## src/rtl/alu_sched_pkg.sv

```systemverilog
// Shared definitions for the alu_sched request scheduler: opcode encodings,
// FSM state encoding and the single-cycle ALU evaluation helpers.
// No ports; imported by alu_sched and alu_rr_arbiter.
package alu_sched_pkg;

  localparam logic [3:0] OP_ADD = 4'd0;
  localparam logic [3:0] OP_SUB = 4'd1;
  localparam logic [3:0] OP_AND = 4'd2;
  localparam logic [3:0] OP_XOR = 4'd3;

  typedef enum logic [1:0] {
    IDLE = 2'd0,
    EXEC = 2'd1,
    RESP = 2'd2
  } state_t;

  // Unknown opcodes fall back to subtract.
  function automatic logic [7:0] alu_result(input logic [7:0] a,
                                            input logic [7:0] b,
                                            input logic [3:0] op);
    case (op)
      OP_ADD:  return a + b;
      OP_AND:  return a & b;
      OP_XOR:  return a ^ b;
      default: return a - b;
    endcase
  endfunction

  // Carry out of the 9-bit sum, reported for every opcode.
  function automatic logic alu_carry(input logic [7:0] a,
                                     input logic [7:0] b);
    return ({1'b0, a} + {1'b0, b}) > 9'd255;
  endfunction

endpackage

```

## src/rtl/alu_rr_arbiter.sv

```systemverilog
// Round-robin arbiter: picks the first set request after last_grant, wrapping.
// Latency: purely combinational, zero cycles.
// Backpressure: none of its own; the parent gates when the grant is used.
// Ports: req (request vector), last_grant (index of previous winner, held by
//        the parent), grant (one-hot winner, zero if no request), grant_idx.
module alu_rr_arbiter
  import alu_sched_pkg::*;
#(
  parameter int NREQ = 4,
  parameter int IDW  = $clog2(NREQ)
) (
  input  logic [NREQ-1:0] req,
  input  logic [IDW-1:0]  last_grant,
  output logic [NREQ-1:0] grant,
  output logic [IDW-1:0]  grant_idx
);

  logic           found;
  logic [IDW-1:0] cand;
  int             pos;

  // Scan offsets 1..NREQ from the previous winner; the previous winner itself
  // is considered last, which gives it the lowest priority.
  always_comb begin
    grant     = '0;
    grant_idx = '0;
    found     = 1'b0;
    cand      = '0;
    pos       = 0;
    for (int k = 1; k <= NREQ; k++) begin
      pos = int'(last_grant) + k;
      if (pos >= NREQ) pos = pos - NREQ;
      cand = IDW'(pos);
      if (!found && req[cand]) begin
        found       = 1'b1;
        grant[cand] = 1'b1;
        grant_idx   = cand;
      end
    end
  end

endmodule

```

## src/rtl/alu_sched.sv

```systemverilog
// Shares one 8-bit ALU (add/sub/and/xor) between NREQ requesters, round-robin.
// Latency: accept cycle, execute cycle, then rsp_valid from the third cycle on.
// Backpressure: one operation in flight; req_ready stays low until rsp taken.
// Ports: clk, rst_n (async, active-low); req_valid/req_ready per requester
//        with packed req_a/req_b (8 bits each) and req_op (4 bits each);
//        rsp_valid/rsp_ready with rsp_data, rsp_carry, rsp_id.
// Optional: ALU_SCHED_STATS_EN adds saturating 16-bit grant counters read
//        combinationally through stat_sel/stat_count.
module alu_sched
  import alu_sched_pkg::*;
#(
  parameter int NREQ = 4,
  parameter int IDW  = $clog2(NREQ)
) (
  input  logic              clk,
  input  logic              rst_n,
  input  logic [NREQ-1:0]   req_valid,
  output logic [NREQ-1:0]   req_ready,
  input  logic [8*NREQ-1:0] req_a,
  input  logic [8*NREQ-1:0] req_b,
  input  logic [4*NREQ-1:0] req_op,
  output logic              rsp_valid,
  input  logic              rsp_ready,
  output logic [7:0]        rsp_data,
  output logic              rsp_carry,
  output logic [IDW-1:0]    rsp_id
`ifdef ALU_SCHED_STATS_EN
  ,
  input  logic [IDW-1:0]    stat_sel,
  output logic [15:0]       stat_count
`endif
);

  state_t          state;
  logic [7:0]      cap_a;
  logic [7:0]      cap_b;
  logic [3:0]      cap_op;
  logic [IDW-1:0]  cap_id;
  logic [IDW-1:0]  last_grant;

  logic [NREQ-1:0] grant;
  logic [IDW-1:0]  grant_idx;
  logic            accept;
  logic [7:0]      sel_a;
  logic [7:0]      sel_b;
  logic [3:0]      sel_op;

  alu_rr_arbiter #(
    .NREQ (NREQ),
    .IDW  (IDW)
  ) u_arb (
    .req        (req_valid),
    .last_grant (last_grant),
    .grant      (grant),
    .grant_idx  (grant_idx)
  );

  // rst_n gating keeps req_ready low for the whole reset assertion, even
  // though the state register already reads IDLE.
  assign accept    = (state == IDLE) && (|req_valid);
  assign req_ready = (rst_n && state == IDLE) ? grant : '0;
  assign rsp_valid = (state == RESP);

  // One-hot AND-OR mux of the winner's operands.
  always_comb begin
    sel_a  = '0;
    sel_b  = '0;
    sel_op = '0;
    for (int i = 0; i < NREQ; i++) begin
      sel_a  = sel_a  | ({8{grant[i]}} & req_a[8*i +: 8]);
      sel_b  = sel_b  | ({8{grant[i]}} & req_b[8*i +: 8]);
      sel_op = sel_op | ({4{grant[i]}} & req_op[4*i +: 4]);
    end
  end

  always_ff @(posedge clk or negedge rst_n) begin
    if (!rst_n) begin
      state      <= IDLE;
      cap_a      <= '0;
      cap_b      <= '0;
      cap_op     <= '0;
      cap_id     <= '0;
      last_grant <= IDW'(NREQ - 1);
      rsp_data   <= '0;
      rsp_carry  <= 1'b0;
      rsp_id     <= '0;
    end else begin
      case (state)
        IDLE: begin
          if (accept) begin
            cap_a      <= sel_a;
            cap_b      <= sel_b;
            cap_op     <= sel_op;
            cap_id     <= grant_idx;
            last_grant <= grant_idx;
            state      <= EXEC;
          end
        end
        EXEC: begin
          rsp_data  <= alu_result(cap_a, cap_b, cap_op);
          rsp_carry <= alu_carry(cap_a, cap_b);
          rsp_id    <= cap_id;
          state     <= RESP;
        end
        RESP: begin
          // Response registers are only written in EXEC, so they hold here.
          if (rsp_ready) state <= IDLE;
        end
        default: state <= IDLE;
      endcase
    end
  end

`ifdef ALU_SCHED_STATS_EN
  logic [15:0] grant_cnt [NREQ];

  always_ff @(posedge clk or negedge rst_n) begin
    if (!rst_n) begin
      for (int i = 0; i < NREQ; i++) grant_cnt[i] <= '0;
    end else if (accept && grant_cnt[grant_idx] != 16'hFFFF) begin
      grant_cnt[grant_idx] <= grant_cnt[grant_idx] + 16'd1;
    end
  end

  assign stat_count = (int'(stat_sel) < NREQ) ? grant_cnt[stat_sel] : 16'd0;
`endif

endmodule
```

## config.mk

```make
export PLATFORM = sky130hd
export DESIGN_NAME = alu_sched
export DESIGN_NICKNAME = d
export VERILOG_FILES = /design/src/rtl/alu_sched_pkg.sv /design/src/rtl/alu_rr_arbiter.sv /design/src/rtl/alu_sched.sv
export SDC_FILE = /design/constraint.sdc
export NUM_CORES = 1
export LEC_CHECK = 0
export CAP_MARGIN = 30
export CORE_UTILIZATION = 45
export DETAILED_ROUTE_END_ITERATION = 10
export GPL_TIMING_DRIVEN = 0
export PLACE_DENSITY = 0.79
export SETUP_SLACK_MARGIN = 0.2
export SYNTH_ARGS = -nofsm -noshare
export SYNTH_HDL_FRONTEND = slang
export SYNTH_SLANG_ARGS = --single-unit
```

## constraint.sdc

```tcl
create_clock -name clk -period 7.1 [get_ports clk]
set_input_delay 1.42 -clock clk [delete_from_list [all_inputs] [get_ports clk]]
set_output_delay 1.42 -clock clk [all_outputs]
set_load 0.03 [all_outputs]
```

==> results of run 1 <==
## area by class of cell
class | count | share of cell area
clock inverters | 1 | 0.00115
clock buffers | 7 | 0.0221
flip-flops and latches | 37 | 0.213
well taps | 80 | 0.0230
inverters | 11 | 0.00947
repair buffers | 103 | 0.234
plain buffers | 24 | 0.0281
multi-input cells | 287 | 0.469
## worst max-delay path by stage
stage	startpoint	to	cells past startpoint
5_1_grt	req_valid[2]	req_ready[2]	9
3_5_place_dp	req_valid[1]	req_ready[1]	8
3_3_place_gp	rst_n	req_ready[1]	4
4_1_cts	req_valid[1]	req_ready[1]	8
6_report	req_valid[3]	req_ready[1]	8
2_1_floorplan	req_valid[1]	req_ready[3]	7
## sequential cells by signal (all words and copies together) (netlist names)
signal and flops:
cap_a 8, cap_b 8, rsp_data 8, cap_op 4, cap_id 2, last_grant 2
rsp_id 2, state 2, rsp_carry 1
## logic make-up (layout without fill, tap and decap cells)
logic type | after synthesis | after routing | share of synthesized area
AO/OA/AOI/OAI | 127 | 127 | 0.283
AND/OR/NAND/NOR | 101 | 101 | 0.143
flip-flops | 37 | 37 | 0.296
buffers and inverters | 35 | 146 | 0.0522
adder cells (fa/ha/maj) | 25 | 25 | 0.104
multiplexers | 19 | 19 | 0.0793
XOR/XNOR | 15 | 15 | 0.0419
## metal layers
metal,GRT usage,part of all wire
met3,0.0520,0.085
met2,0.452,0.48
met1,0.337,0.42
met4,0.0909,0.016
met5,0,0
## layout by cell type, fill, tap and decap left out, types with 2 or more instances in the layout
master	n
o21bai_1	2
a21oi_1	31
nand2b_1	7
a21o_1	2
nor2_1	33
mux4_2	4
o21a_1	2
nand2_1	45
fa_1	2
buf_6	2
clkbuf_8	7
ha_1	23
buf_2	13
xnor2_1	9
clkdlybuf4s50_1	101
xor2_1	6
a32oi_1	4
nor4_1	3
a22oi_1	3
a32o_1	20
dfrtp_1	35
nor3b_1	2
mux2_2	7
clkbuf_1	10
nor2b_1	3
o21ai_1	3
o21ai_0	18
a31oi_1	17
inv_1	10
mux2i_1	8
nor3_1	3
dfstp_2	2
a221oi_1	20
## critical path, cell delays in order
cell and delay [ps]:
clkdlybuf4s50_1 500, mux4_2 580, or2_4 290, nor2_4 150
a22o_1 220, buf_2 240, nor2b_1 190, clkdlybuf4s50_1 690
## through the flow
| step | std cells | instance area [µm²] | setup WS [ps] | total power, µW |
|---|---|---|---|---|
| 3_3_place_gp | 541 | 4260 | 1330 | 2050 |
| 6_report | 550 | 4360 | 1410 | 2310 |
| 2_1_floorplan | 359 | 3140 | 2510 | 1640 |
| 3_5_place_dp | 542 | 4260 | 1440 | 2110 |
| 5_1_grt | 550 | 4360 | 1270 | 2480 |
| 4_1_cts | 550 | 4360 | 1430 | 2280 |
## report_power, final
group	internal, µW	switching [µW]	leakage, µW
combinational	728	977	0.00127
clock	87.8	79.4	0.0000542
sequential	334	104	0.000429
total	1150	1160	0.00175
==> results.yml, run 1 <==
outcome:
  status: "completed"
min_path:
  hp-class: "reg -> reg"
  min_path_cells: 2
  hold_end: "rsp_data[2]"
  hp-start: "rsp_data[2]"
synth:
  syn_nets: 471
  ys_seq_area_frac: 0.296
  synth.avg_cell_area_um2: 8.74
  synth_common_cells: "45 x nand2_1, 35 x dfrtp_1, 33 x nor2_1"
  ys_types: 43
  synth-async-reset-ratio: 1.00
  yosys.cell_count.top_type: "nand2_1"
  yosysTopAreaCell: "dfrtp_1"
  synth.cell_area_um2: 3140
  synth_top_area_frac: 0.279
  ys.flop_type: "dfrtp_1"
  synth_seq_cells: 37
  synthTopCellsByArea: "dfrtp_1 28%, ha_1 9.2%, a32o_1 6.4%, a221oi_1 5.6%, nand2_1 5.4%"
  synth_cells: 359
  synth_edf_count: 0
  yosys_warnings: 0
placement:
  dp_hpwl_mm: 7.28
  gp_congestion: 0.914
  port_buffers: 102
sta:
  fmax_mhz: 176
  worst_hold_slack_ps: 484
  setup_tns_ps: 0
  tightestPinTransition_ps: 865
  relSlewSlack: 0.422
  setup_violations: 0
  finClkSkew_ps: 4.93
  layout_min_cycle_time_ps: 5690
  min_period_over_period: 0.802
  drv_slew: 0
  rsz0062_at_grt: "no"
  hold_viol: 0
floorplanning:
  die-area_um2: 7310
  start_util: 0.464
  die_h_um: 85.5
  row_count: 30
  die_w_um: 85.5
  coreArea_um2: 6760
  ioPinCount: 103
power:
  vdd_ir_drop_max_uv: 315
  p_per_area_nw_per_um2: 530
  p_leak_uw: 0.00175
setup_path:
  ff2ff_path_depth: 12
  timing.rr.end: "rsp_data[7]"
  arrival_ps: 4270
  endpoint_kind: "output pin"
  cp-start-kind: "input pin"
  crit_required_ps: 5680
  path_class: "in -> out"
  r2r-start: "cap_op[0]"
  r2r_slack_ps: 3480
  path_max_fanout: 10
clock_tree:
  cts_sinks: 37
  insertion_delay_ps: 300
  root_buffer: "clkbuf_8"
  postCtsSetupBuffers: 0
  htreeDepth: 2
  hold_buffers: 0
  path_clk_slew_ps: 80
  cts_max_path_buffers: 2
  cts_resized: 0
  cts_tree: "built"
  cts_made_buffers: 5
layout:
  antenna_cells: 0
  fin_util: 0.645
  finalNetCount: 581
  synthToLayoutAreaGrowth_pct: 39.0
  multi_input_area_um2: 2050
  nFillCells: 565
  regArea_um2: 928
  drive_above_1_share: 0.0894
routing:
  ant_nets: 0
  wl_per_cell_um: 17.5
  dr_total_vias: 3352
  first_pass_iters: 6
  viasPerCell: 6.09
  drtIter0Drc: 264
  drc: 0
  wirelength_mm: 9.62
grt:
  track_usage: 0.265
  grt-ovfl-total: 0
  antenna_found_initial: 0
  grt_pass1_vias: 3246
  grt_pass1_wl_mm: 15.4
  grt_max_degree: 39
job:
  maxCapViolations: 0
Note: power is estimated with default switching activity, not from simulation.
==> run 2, diff against run 1 <==
Clock period 7.1 ns to 5.73 ns, I/O delays scaled along.
==> results of run 2 <==
Same layout as run 1 (identical final DEF). Status: completed.
Among the figures that moved: setup slack after placement 1440 ps -> 623 ps; setup slack after layout 1410 ps -> 586 ps; register-to-register setup slack 3480 ps -> 2110 ps; total power 2310 µW -> 2860 µW; worst IR drop on VDD 315 µV -> 390 µV
